File: src/rtl/ps2_pkg.sv
// ps2_pkg: shared FSM states, PS/2 set-2 scan-code constants and the set-2 -> HID key map.
package ps2_pkg;

    typedef enum logic [1:0] {IDLE, DATA, PARITY, STOP} ps2_state_t;

    localparam logic [7:0] SC_BREAK = 8'hF0;
    localparam logic [7:0] SC_EXT   = 8'hE0;
    localparam logic [7:0] SC_U     = 8'h3C;
    localparam logic [7:0] SC_I     = 8'h43;
    localparam logic [7:0] SC_O     = 8'h44;
    localparam logic [7:0] SC_P     = 8'h4D;
    localparam logic [7:0] SC_H     = 8'h33;
    localparam logic [7:0] SC_J     = 8'h3B;
    localparam logic [7:0] SC_K     = 8'h42;
    localparam logic [7:0] SC_L     = 8'h4B;

    function automatic logic [7:0] map_key(input logic [7:0] sc);
        case (sc)
            SC_U:    return 8'h18;
            SC_I:    return 8'h0C;
            SC_O:    return 8'h12;
            SC_P:    return 8'h13;
            SC_H:    return 8'h0B;
            SC_J:    return 8'h0D;
            SC_K:    return 8'h0E;
            SC_L:    return 8'h0F;
            default: return 8'h00;
        endcase
    endfunction

endpackage

File: src/rtl/ps2_sync_edge.sv
// ps2_sync_edge: synchronises the PS/2 clock and data pins into Clk and flags falling edges of the clock.
module ps2_sync_edge #(
    parameter int SYNC_STAGES = 2
) (
    input  logic Clk,
    input  logic Reset_n,
    input  logic ps2_clk,
    input  logic ps2_dat,
    output logic dat_s,
    output logic fall
);

    logic [SYNC_STAGES-1:0] cs, ds;
    logic                   prev;

    always_ff @(posedge Clk or negedge Reset_n) begin
        if (!Reset_n) begin
            cs   <= '1;
            ds   <= '1;
            prev <= 1'b1;
        end else begin
            cs   <= {cs[SYNC_STAGES-2:0], ps2_clk};
            ds   <= {ds[SYNC_STAGES-2:0], ps2_dat};
            prev <= cs[SYNC_STAGES-1];
        end
    end

    assign dat_s = ds[SYNC_STAGES-1];
    assign fall  = prev & ~cs[SYNC_STAGES-1];

endmodule

File: src/rtl/ps2_keycode_gen.sv
// ps2_keycode_gen: PS/2 set-2 receiver producing the held game key as a HID keycode.
// Optional mid-frame idle abort enabled by defining PS2_TIMEOUT_EN.
module ps2_keycode_gen
    import ps2_pkg::*;
#(
    parameter int SYNC_STAGES = 2,
    parameter int TIMEOUT_CYC = 50000
) (
    input  logic       Clk,
    input  logic       Reset_n,
    input  logic       PS2_CLK,
    input  logic       PS2_DAT,
    output logic [7:0] keycode,
    output logic       keycode_valid,
    output logic       parity_err
);

    ps2_state_t state, state_n;
    logic [2:0] cnt, cnt_n;
    logic [7:0] sh, sh_n;
    logic       par, par_n;
    logic       done, done_n;
    logic       ok, ok_n;
    logic       brk, ext;
    logic       dat_s, fall, abort;
    logic [7:0] hid;

    ps2_sync_edge #(.SYNC_STAGES(SYNC_STAGES)) u_sync (
        .Clk     (Clk),
        .Reset_n (Reset_n),
        .ps2_clk (PS2_CLK),
        .ps2_dat (PS2_DAT),
        .dat_s   (dat_s),
        .fall    (fall)
    );

`ifdef PS2_TIMEOUT_EN
    localparam int TW = $clog2(TIMEOUT_CYC + 1);
    logic [TW-1:0] to_cnt;
    always_ff @(posedge Clk or negedge Reset_n) begin
        if (!Reset_n) to_cnt <= '0;
        else          to_cnt <= (state == IDLE || fall) ? '0 : to_cnt + 1'b1;
    end
    assign abort = state != IDLE && !fall && to_cnt == TW'(TIMEOUT_CYC - 1);
`else
    assign abort = 1'b0;
`endif

    always_ff @(posedge Clk or negedge Reset_n) begin
        if (!Reset_n) begin
            state <= IDLE;
            cnt   <= '0;
            sh    <= '0;
            par   <= 1'b0;
            done  <= 1'b0;
            ok    <= 1'b0;
        end else begin
            state <= state_n;
            cnt   <= cnt_n;
            sh    <= sh_n;
            par   <= par_n;
            done  <= done_n;
            ok    <= ok_n;
        end
    end

    always_comb begin
        state_n = state;
        cnt_n   = cnt;
        sh_n    = sh;
        par_n   = par;
        done_n  = 1'b0;
        ok_n    = ok;
        if (abort) state_n = IDLE;
        else if (fall) begin
            case (state)
                IDLE: begin
                    state_n = dat_s ? IDLE : DATA;
                    cnt_n   = '0;
                end
                DATA: begin
                    sh_n    = {dat_s, sh[7:1]};
                    cnt_n   = cnt + 3'd1;
                    state_n = (cnt == 3'd7) ? PARITY : DATA;
                end
                PARITY: begin
                    par_n   = dat_s;
                    state_n = STOP;
                end
                STOP: begin
                    done_n  = 1'b1;
                    ok_n    = dat_s & ^{sh, par};
                    state_n = IDLE;
                end
                default: state_n = IDLE;
            endcase
        end
    end

    assign hid = map_key(sh);

    // sh is stable in the commit cycle: no new data bit can arrive that soon after STOP
    always_ff @(posedge Clk or negedge Reset_n) begin
        if (!Reset_n) begin
            keycode       <= 8'h00;
            keycode_valid <= 1'b0;
            parity_err    <= 1'b0;
            brk           <= 1'b0;
            ext           <= 1'b0;
        end else begin
            keycode_valid <= 1'b0;
            parity_err    <= 1'b0;
            if (abort) begin
                brk <= 1'b0;
                ext <= 1'b0;
            end else if (done) begin
                if (!ok) begin
                    parity_err <= 1'b1;
                    brk        <= 1'b0;
                    ext        <= 1'b0;
                end else if (sh == SC_EXT) ext <= 1'b1;
                else if (sh == SC_BREAK) brk <= 1'b1;
                else if (ext) begin
                    ext <= 1'b0;
                    brk <= 1'b0;
                end else if (brk) begin
                    if (hid == keycode) keycode <= 8'h00;
                    brk <= 1'b0;
                end else if (hid != 8'h00 && hid != keycode) begin
                    keycode       <= hid;
                    keycode_valid <= 1'b1;
                end
            end
        end
    end

endmodule

File: config.mk
export PLATFORM = sky130hd
export DESIGN_NAME = ps2_keycode_gen
export DESIGN_NICKNAME = d
export VERILOG_FILES = /design/src/rtl/ps2_pkg.sv /design/src/rtl/ps2_sync_edge.sv /design/src/rtl/ps2_keycode_gen.sv
export SDC_FILE = /design/constraint.sdc
export NUM_CORES = 1
export LEC_CHECK = 0
export BUFFER_PORTS_ARGS = -buffer_cell sky130_fd_sc_hd__buf_2
export CAP_MARGIN = 20
export CORE_MARGIN = 2
export CORE_UTILIZATION = 55
export CTS_CLUSTER_SIZE = 25
export DETAILED_ROUTE_END_ITERATION = 10
export PLACE_DENSITY = 0.78
export SLEW_MARGIN = 20
export SYNTH_ARGS = -nofsm -noshare
export SYNTH_HDL_FRONTEND = slang
export SYNTH_HIERARCHICAL = 1
export SYNTH_SLANG_ARGS = --single-unit
File: constraint.sdc
create_clock -name Clk -period 3.4 [get_ports Clk]
set_clock_uncertainty 0.15 [all_clocks]
set_input_delay 0.68 -clock Clk [delete_from_list [all_inputs] [get_ports Clk]]
set_output_delay 0.68 -clock Clk [all_outputs]
set_load 0.01 [all_outputs]
---- Word level (Yosys, flattened, before mapping) ----
Index checks and enable logic that the tools add are counted.
word-level totals
  flip-flop bits (word level) ............. 33
  output and inout port bits .............. 10
cells by class
  $add $sub $neg .......................... 1
  equality and inequality tests ........... 19
  mux-type cells .......................... 25
  bitwise gates (word level) .............. 6
  reduce and logical (&&, ||, !) cells .... 13
operators by type and width
  kind                                                                   number
  8-bit by 7-bit equality test with 1-bit output, second input constant  5
  5-bit one-hot mux with 8 select lines                                  1
  8-bit by 6-bit equality test with 1-bit output, second input constant  3
  8-bit 2-to-1 mux                                                       3
  1-bit 2-to-1 mux                                                       18
  8-bit equality test, second input constant                             2
  2-bit AND reduction                                                    6
  9-bit parity                                                           1
  8-bit equality test                                                    1
  8-bit != test                                                          1
  2-bit one-hot mux with 4 select lines                                  1
  8-bit nonzero test                                                     1
  7-bit AND reduction                                                    1
  3-bit one-hot mux with 2 select lines                                  1
  2-bit equality test, second input constant                             2
  1-bit NOT                                                              4
  2-bit nonzero test                                                     2
  3-bit by 1-bit adder with 3-bit output, second input constant          1
  3-bit equality test, second input constant                             1
  3-bit != test, second input constant                                   1
  1-bit bitwise AND                                                      2
  2-bit by 1-bit equality test with 1-bit output, second input constant  1
  2-bit zero test                                                        1
  2-bit 2-to-1 mux                                                       1
  other kinds (3)                                                        3

---- Depth between registers and ports, before layout ----
Gate-level depths: netlist of the first run.
  word-level depth ........................ 11
  depth in mapped cells ................... 9

---- Hierarchy ----
The synthesis of the first run kept the hierarchy.
modules (own cells, without submodules)
  module           times used  cells each  area each (um^2)  sequential area each (um^2)
  ps2_keycode_gen  1           155         1526.5            625.6
  ps2_sync_edge    1           6           145.1             131.4

---- Worst setup path after synthesis of the first run ----
OpenSTA, ideal clock, no wires.
  path kind ............................... register to register
  start ................................... register sh[5]
  end ..................................... register keycode[2]
  setup time .............................. 126 ps
  data arrival time ....................... 2549 ps
  data required time ...................... 3124 ps
  path slack .............................. 574 ps
  stages on the path, launching flop included .. 10
  clock period less this slack ............ 2826 ps
  cell sequence ........................... dfrtp_1 -> buf_6 -> or3b_2 -> a221o_1 -> xor2_1 -> o21ai_1 -> or4_4 -> buf_6 -> mux2_4 -> o2bb2ai_1
between the ends
  longest elaborated chain between the ends .. 6
RTL lines
  what                                                                                                              line                    RTL
  start, declared                                                                                                   ps2_keycode_gen.sv:20   logic [7:0] sh, sh_n;
  start signal, assigned                                                                                            ps2_keycode_gen.sv:60   sh <= sh_n;
  8-bit by 7-bit equality test with 1-bit output or 8-bit by 6-bit equality test with 1-bit output (tied branches)  ps2_pkg.sv:18           case (sc)
  5-bit one-hot mux with 8 select lines                                                                             ps2_pkg.sv:18
  8-bit != test or 8-bit nonzero test (tied branches)                                                               ps2_keycode_gen.sv:129  end else if (hid != 8'h00 && hid != keycode) begin
  1-bit logical AND                                                                                                 ps2_keycode_gen.sv:129
  2-bit nonzero test (no source line)                                                                               -
  7-bit AND reduction (no source line)                                                                              -
  end signal, assigned                                                                                              ps2_keycode_gen.sv:130  keycode <= hid;
  end, declared                                                                                                     ps2_keycode_gen.sv:13   output logic [7:0] keycode,
Parallel ways exist; a longest one is shown, timed or not. The select of a mux whose other input is x is not followed.
A chain may end at the register's enable or synchronous reset.

---- Worst setup path after layout of the first run ----
  start ................................... register sh[5]
  end ..................................... register keycode[4]
Same word-level chain as after synthesis.

==> Implementation_results.wiki, run 1 <==
{| class="wikitable"
! Metric !! Value
|-
| Area of the placeable core || 2980 sq um
|-
| Total power consumption of the routed design || 1.23 mW
|-
| Power density of the placed cells || 710 nW/um^2
|-
| Unrepaired setup endpoints after global routing || no
|-
| Worst slew margin || 0.576
|-
| TritonCTS clock tree || built
|-
| Post-DR wirelength/cell || 14.2 microns
|-
| Initial DRC count || 19
|-
| CP required || 3.47 ns
|-
| Peak supply drop || 0.000352 V
|-
| Cell chosen for the clock root || sky130_fd_sc_hd__clkbuf_4
|-
| Minimum clock period || 2.92 ns
|-
| Sinks on the clock net || 30
|-
| Most frequent cells in the layout || sky130_fd_sc_hd__dfrtp_1 (25), sky130_fd_sc_hd__nand2_1 (16), sky130_fd_sc_hd__o21ai_0 (14)
|-
| Port Buffer Count || 10
|-
| Maxcap violations || 0
|-
| Vias per Instance || 5.67
|-
| Antenna violations before repair || 0
|-
| Hold bufs inserted after CTS || 0
|-
| Final std cells w/o fill || 199
|-
| Most common library cell in the layout ignoring fill and taps || sky130_fd_sc_hd__dfrtp_1
|-
| Endpoint type of the worst setup path || register
|-
| Netlist Area Pre-Place || 1670 sq um
|-
| Drt first pass iters || 4
|-
| Fill cell count || 272
|-
| Count of antenna diodes in the layout || 0
|-
| Clock-pin slew on the worst setup and hold paths || 0.10 ns
|-
| Worst hold path type || input port to async pin
|-
| Status || finished clean
|-
| Clk buf depth || 2
|-
| Overall routed net length || 2820 microns
|-
| Die height || 59.1 microns
|-
| Final Cycle Share || 0.859
|-
| Final Net Count || 171
|-
| Sequential area share after synthesis || 0.453
|-
| Total DRC errors in the routed layout || 0
|-
| Total vias in the final route || 1129
|-
| Final number of hold-violating endpoints || 0
|-
| Flip-flop and latch count after synthesis || 30
|-
| CTS H-Tree Depth || 2
|-
| Cell Count Post-Placement || 191
|-
| Final-layout worst hold slack || 0.210 ns
|-
| Mean post-synth cell area || 10.4 sq um
|-
| Final total negative setup slack || 0 ns
|-
| Global placement routability congestion || 0.919
|-
| FFs w/ async S/R, synth || 1.00
|-
| Post-detailed-route count of antenna-violating nets || 0
|-
| Area growth syn-to-layout || 3.59%
|-
| Floorplan die area || 3500 sq um
|-
| Combined global-route utilization of all metal layers || 0.198
|-
| # rows || 20
|-
| Post-synth EDFFs || 0
|-
| Ordered cell list for the critical path || or3b_2 > a221o_1 > xor2_1 > o21ai_1 > or4_4 > mux2_4 > o2bb2ai_1
|-
| Clock latency of the later-clocked register in the worst-skew pair || 0.33 ns
|-
| Critical path arrival || 2.99 ns
|-
| Number of cells traversed by the worst register-to-register path || 7
|-
| Detail Placement HPWL || 2080 microns
|-
| Via count of the first global-routing pass || 1106
|-
| Max Transition Viols Final || 0
|-
| Maximum number of pins on one net before global-route repair || 31
|-
| Worst path slowest cell || sky130_fd_sc_hd__or4_4
|-
| Dominant synthesized flop cell || sky130_fd_sc_hd__dfrtp_1
|-
| Number of I/O pins || 14
|-
| Share of cells above drive strength 1 || 0.217
|-
| Buffer count from post-CTS setup fixing || 0
|-
| CP max FO || 9
|-
| Top achievable clock speed || 342 MHz
|-
| Number of warnings issued by yosys || 6
|-
| Setup slack on the worst flop-to-flop path || 0.48 ns
|-
| Tightest Pin Transition || 0.636 ns
|-
| Count of different cell masters after synthesis || 53
|-
| R2R Path End || keycode[4]$_DFFE_PN0P_
|-
| TritonCTS Buffers || 5
|-
| Critical setup path kind || register to register
|-
| Initial Util || 0.561
|-
| Overflow left after global routing || 0
|-
| Slowest stage delay, CP || 0.59 ns
|-
| Number of gates resized after cts || 0
|-
| Worst setup SP type || register
|-
| Source of the worst register-to-register timing path || sh[5]$_DFFE_PN0P_
|-
| Horizontal die dimension || 59.1 microns
|-
| Count of mapped cells out of synthesis || 161
|-
| Static Leak || 0.764 nW
|-
| Wire length of the first global-routing pass || 5090 microns
|-
| Count of endpoints failing setup in the final report || 0
|}
## layout make-up
type	count	area, sq um	area share
inverters	8	30.0	0.0173
flip-flops and latches	30	757	0.437
clock buffers	6	51.3	0.0296
multi-input cells	110	790	0.456
repair buffers	10	50.0	0.0289
clock inverters	2	12.5	0.00723
well taps	33	41.3	0.0238
## sequential cells by signal, summed over array words and instances, names as in the netlist, named ones only
name           cells
brk                1
cnt                3
done               1
ext                1
keycode            5
keycode_valid      1
ok                 1
par                1
parity_err         1
sh                 8
state              1
u_sync/cs          2
u_sync/ds          2
u_sync/prev        1
## stage by stage
| stage | setup slack [ns] | util | instance area, sq um |
|---|---|---|---|
| 2_1_floorplan | 0.574 | - | 1680 |
| 3_3_place_gp | 0.592 | 0.560 | 1670 |
| 3_5_place_dp | 0.515 | 0.560 | 1670 |
| 4_1_cts | 0.504 | 0.582 | 1730 |
| 5_1_grt | 0.378 | 0.582 | 1730 |
| 6_report | 0.479 | 0.582 | 1730 |
## where the power goes
part / switching (mW) / internal [mW]
combinational: 0.202 / 0.227
sequential: 0.143 / 0.435
clock: 0.124 / 0.0993
## critical path, delay by kind of cell, from the launching register on
kind / cells / cell delay (ns)
xor gates and xnor gates: 1 / 0.14
DFF: 1 / 0.49
muxes: 1 / 0.33
AOI/OAI and AO/OA: 3 / 0.58
and+or+nand+nor: 2 / 1.12
## Yosys cell counts, drive strengths merged (2+ instances only)
library cell   n  share of area
a21oi          3         0.0090
ha             2          0.015
a32oi          2          0.010
nand2         16          0.036
nor2           4         0.0090
or3b           2          0.010
xnor2          8          0.042
xor2           4          0.021
buf           13          0.057
o2bb2ai        3          0.016
nand4b         2          0.010
inv            8          0.018
o21a           2         0.0090
nor3           2         0.0090
mux2i          4          0.024
dfstp          5          0.079
dfrtp         25           0.37
nor4           3          0.011
nor2b          4          0.019
nand2b         3          0.011
o21ai         15          0.045
mux2           6          0.043
clkbuf         2         0.0045
## how the worst max path moves through the flow
stage,start,end,slack [ns],depth (start not counted)
after floorplan,sh[5]$_DFFE_PN0P_,keycode[2]$_DFFE_PN0P_,0.57,9
after global placement,sh[5]$_DFFE_PN0P_,keycode[4]$_DFFE_PN0P_,0.59,7
after detailed placement,sh[5]$_DFFE_PN0P_,keycode[4]$_DFFE_PN0P_,0.51,7
after CTS,sh[5]$_DFFE_PN0P_,keycode[4]$_DFFE_PN0P_,0.50,7
after global routing,sh[4]$_DFFE_PN0P_,keycode[4]$_DFFE_PN0P_,0.38,7
final,sh[5]$_DFFE_PN0P_,keycode[4]$_DFFE_PN0P_,0.48,7
## kinds of logic after synthesis
group / after synthesis / share of synthesized area
and+or+nand+nor: 50 / 0.192
AOI/OAI and AO/OA: 33 / 0.129
DFF: 30 / 0.453
buffers and inverters: 23 / 0.0793
xor gates and xnor gates: 12 / 0.0629
muxes: 10 / 0.0666
adders and majority gates: 2 / 0.0150
other: 1 / 0.00224
## layer usage
| layer | track usage | share of wire | vias up |
|---|---|---|---|
| met3 | 0.0590 | 0.028 | 6 |
| met2 | 0.327 | 0.52 | 13 |
| met5 | 0 | 0 | - |
| met1 | 0.237 | 0.43 | 542 |
| li1 | - | - | 568 |
| met4 | 0.0877 | 0.021 | 0 |
(Power assumes the default switching activity.)
==> run 2, diff against run 1 <==
--- a/config.mk
+++ b/config.mk
@@ -5,12 +5,14 @@
 export SDC_FILE = /design/constraint.sdc
 export NUM_CORES = 1
 export LEC_CHECK = 0
+export ABC_AREA = 1
 export BUFFER_PORTS_ARGS = -buffer_cell sky130_fd_sc_hd__buf_2
 export CAP_MARGIN = 20
 export CORE_MARGIN = 2
 export CORE_UTILIZATION = 55
 export CTS_CLUSTER_SIZE = 25
 export DETAILED_ROUTE_END_ITERATION = 10
+export MAX_ROUTING_LAYER = met4
 export PLACE_DENSITY = 0.78
 export SLEW_MARGIN = 20
 export SYNTH_ARGS = -nofsm -noshare
==> run 2 against run 1 <==
  * Sequential share of layout area shrank 3.1 points
  * Synthesized cell count grew 39%
  * Sequential power decreased by 5.7%
  * Critical path depth is 6 higher
  * Routed wire length up 8.1%
  * Clock-buffer cell count is the same
  * Flip-flop and latch count did not move
  * Total power down 0.70%
  * Synthesized area up 4.3%
  * First-iteration DRC count rose to 3.2 times the previous value
  * Cell area up 7.6%
  * Critical endpoint is now keycode[0]$_DFFE_PN0P_
  * Highest routed layer unchanged
==> Implementation_results.wiki, run 2 <==
{| class="wikitable"
! Metric !! Value
|-
| Maxcap violations || 0
|-
| Wire length of the first global-routing pass || 5130 microns
|-
| Flip-flop and latch count after synthesis || 30
|-
| Netlist Area Pre-Place || 1740 sq um
|-
| Number of I/O pins || 14
|-
| Most frequent cells in the layout || sky130_fd_sc_hd__nand2_1 (66), sky130_fd_sc_hd__dfrtp_1 (25), sky130_fd_sc_hd__inv_1 (19), sky130_fd_sc_hd__nand3_1 (19), sky130_fd_sc_hd__nor2_1 (13)
|-
| Static Leak || 0.970 nW
|-
| # rows || 20
|-
| Count of mapped cells out of synthesis || 224
|-
| Cell chosen for the clock root || sky130_fd_sc_hd__clkbuf_4
|-
| Area of the placeable core || 3030 sq um
|-
| Unrepaired setup endpoints after global routing || no
|-
| Most numerous cell types in the synthesized netlist || sky130_fd_sc_hd__nand2_1 (66), sky130_fd_sc_hd__dfrtp_1 (25), sky130_fd_sc_hd__inv_1 (19), sky130_fd_sc_hd__nand3_1 (19), sky130_fd_sc_hd__nor2_1 (13)
|-
| Setup slack after layout || 1.37 ns
|-
| TritonCTS Buffers || 5
|-
| Horizontal die dimension || 60.3 microns
|-
| Area contributors post-synth || sky130_fd_sc_hd__dfrtp_1 (36%), sky130_fd_sc_hd__nand2_1 (14%), sky130_fd_sc_hd__dfstp_2 (7.5%)
|-
| Combined global-route utilization of all metal layers || 0.199
|-
| Biggest area consumer among synthesized cells || sky130_fd_sc_hd__dfrtp_1
|-
| Die height || 60.3 microns
|-
| Biggest register || sh
|-
| Post-synth EDFFs || 0
|-
| Critical path arrival || 2.11 ns
|-
| Clock latency of the later-clocked register in the worst-skew pair || 0.32 ns
|-
| Area share of the leading cell type in the synthesized netlist || 0.359
|-
| Post-DR wirelength/cell || 10.9 microns
|-
| Overall routed net length || 3050 microns
|-
| Max Transition Viols Final || 0
|-
| Buffer count from post-CTS setup fixing || 0
|-
| Worst hold path type || input port to async pin
|-
| Worst setup timing slack at the placement stage || 1.40 ns
|-
| Endpoint type of the worst setup path || register
|-
| Floorplan die area || 3640 sq um
|-
| Detail Placement HPWL || 2380 microns
|-
| Area growth syn-to-layout || 6.82%
|-
| Most common library cell in the layout ignoring fill and taps || sky130_fd_sc_hd__nand2_1
|-
| TritonCTS clock tree || built
|-
| Peak supply drop || 0.000354 V
|-
| Initial DRC count || 61
|-
| Worst slew margin || 0.573
|-
| Top achievable clock speed || 493 MHz
|-
| FFs w/ async S/R, synth || 1.00
|-
| Total DRC errors in the routed layout || 0
|-
| Count of endpoints failing setup in the final report || 0
|-
| Overflow left after global routing || 0
|-
| Mean post-synth cell area || 7.79 sq um
|-
| Final total negative setup slack || 0 ns
|-
| Multiplexer share of the synthesized area || 0
|-
| Initial Util || 0.576
|-
| Xor/xnor share of the synthesized area || 0.0395
|-
| Number of cells traversed by the worst register-to-register path || 13
|-
| Critical setup path kind || register to register
|-
| Tightest Pin Transition || 0.641 ns
|-
| Power density of the placed cells || 656 nW/um^2
|-
| Final Cycle Share || 0.597
|-
| CP required || 3.48 ns
|-
| Port Buffer Count || 10
|-
| Final number of hold-violating endpoints || 0
|-
| Maximum number of pins on one net before global-route repair || 31
|-
| Sequential area share after synthesis || 0.434
|-
| Largest family of logic cells by synthesized area || simple AND/OR/NAND/NOR gates
|-
| R2R Path End || keycode[0]$_DFFE_PN0P_
|-
| Share of the synthesized area in compound gates (AO/OA/AOI/OAI) || 0.0696
|-
| Setup slack on the worst flop-to-flop path || 1.37 ns
|-
| Synthesized-area fraction occupied by adder cells || 0.0143
|-
| Number of gates resized after cts || 0
|-
| Dominant synthesized flop cell || sky130_fd_sc_hd__dfrtp_1
|-
| Source of the worst register-to-register timing path || sh[0]$_DFFE_PN0P_
|-
| Flip-flop count of the largest register after layout || 8
|-
| Worst setup SP type || register
|-
| CP max FO || 9
|-
| Final std cells w/o fill || 280
|-
| Global placement routability congestion || 0.865
|-
| Cell Count Post-Placement || 272
|-
| Clock-pin slew on the worst setup and hold paths || 0.10 ns
|-
| Clk buf depth || 2
|-
| Number of warnings issued by yosys || 6
|-
| Vias per Instance || 4.94
|-
| Total vias in the final route || 1383
|-
| Sinks on the clock net || 30
|-
| Launch point of the worst path || sh[0]$_DFFE_PN0P_
|-
| Post-detailed-route count of antenna-violating nets || 0
|-
| Simple logic cell fraction of the synthesized area || 0.345
|-
| Antenna violations before repair || 0
|-
| Drt first pass iters || 4
|-
| Final core utilization || 0.615
|-
| Status || finished clean
|-
| Share of cells above drive strength 1 || 0.225
|-
| Final Net Count || 241
|-
| CTS H-Tree Depth || 2
|-
| Count of different cell masters after synthesis || 32
|-
| Hold bufs inserted after CTS || 0
|-
| Library cell with the highest instance count after synthesis || sky130_fd_sc_hd__nand2_1
|-
| Registers with the most flip-flops || sh: 8 flops, keycode: 5 flops, cnt: 3 flops
|-
| Count of antenna diodes in the layout || 0
|-
| Via count of the first global-routing pass || 1257
|-
| Minimum clock period || 2.03 ns
|}
run 2: cell count changes after synthesis, moves of 4 or more:
cell	previous run	this run
sky130_fd_sc_hd__nand2_1	16	66
sky130_fd_sc_hd__nand3_1	1	19
sky130_fd_sc_hd__inv_1	8	19
sky130_fd_sc_hd__inv_2	0	10
sky130_fd_sc_hd__nor2_1	4	13
sky130_fd_sc_hd__nor2_2	0	6
sky130_fd_sc_hd__mux2_2	5	0
sky130_fd_sc_hd__nand2_2	0	5
sky130_fd_sc_hd__nand4_1	1	6
sky130_fd_sc_hd__mux2i_1	4	0
sky130_fd_sc_hd__xnor2_1	8	4
run 2: kinds of logic after synthesis:
kind of cell    after synthesis
compound gates               22
other cells                   1
simple gates                125
flops                        30
buf+inv                      37
fa+ha+maj                     2
xor+xnor                      7
run 2: critical path, stage by stage (launching register included):
cell and delay (ns):
sky130_fd_sc_hd__dfrtp_1 0.52, sky130_fd_sc_hd__nand2_2 0.12, sky130_fd_sc_hd__nor2_2 0.20, sky130_fd_sc_hd__nand2_1 0.14
sky130_fd_sc_hd__nand2_1 0.11, sky130_fd_sc_hd__nor2_2 0.06, sky130_fd_sc_hd__nand3_1 0.07, sky130_fd_sc_hd__nand2_2 0.07
sky130_fd_sc_hd__nor2_4 0.12, sky130_fd_sc_hd__nand3_2 0.10, sky130_fd_sc_hd__nand2_4 0.11, sky130_fd_sc_hd__nand2_4 0.07
sky130_fd_sc_hd__nand2_1 0.06, sky130_fd_sc_hd__nand2_1 0.04
run 2: final cells by class:
class / count / area [sq um]
fill: 299 / 1160
multi-input combinational: 159 / 828
sequential: 30 / 757
inverter: 29 / 109
tap: 44 / 55.1
clock buffer: 6 / 51.3
timing repair buffer: 10 / 50.0
clock inverter: 2 / 12.5
run 2: worst max-delay path by stage:
stage | slack [ns] | endpoint | depth (start not counted)
after detailed placement | 1.40 | keycode[0]$_DFFE_PN0P_ | 13
after global routing | 1.21 | keycode[0]$_DFFE_PN0P_ | 13
after global placement | 1.43 | keycode[2]$_DFFE_PN0P_ | 13
after floorplan | 1.61 | keycode[2]$_DFFE_PN0P_ | 15
final | 1.37 | keycode[0]$_DFFE_PN0P_ | 13
after CTS | 1.39 | keycode[0]$_DFFE_PN0P_ | 13
run 2: power by group:
part | switching, mW | total, mW | internal (mW)
sequential | 0.107 | 0.545 | 0.438
combinational | 0.280 | 0.454 | 0.173
clock | 0.123 | 0.222 | 0.0993
run 2: per-layer routing:
metal | part of all wire | track usage | routed length (microns) | up-vias
met4 | 0.0072 | 0.0730 | 22 | 0
met5 | 0 | - | 0 | -
met2 | 0.50 | 0.321 | 1530 | 22
met3 | 0.037 | 0.0519 | 113 | 2
met1 | 0.45 | 0.237 | 1380 | 626
li1 | - | - | - | 733
run 2: through the flow:
step / hold slack (ns) / total power [mW] / area [sq um]
2_1_floorplan: 0.195 / 0.943 / 1750
3_5_place_dp: 0.201 / 1.01 / 1800
6_report: 0.210 / 1.22 / 1860
3_3_place_gp: 0.195 / 0.999 / 1800
4_1_cts: 0.215 / 1.24 / 1860
5_1_grt: 0.217 / 1.33 / 1860
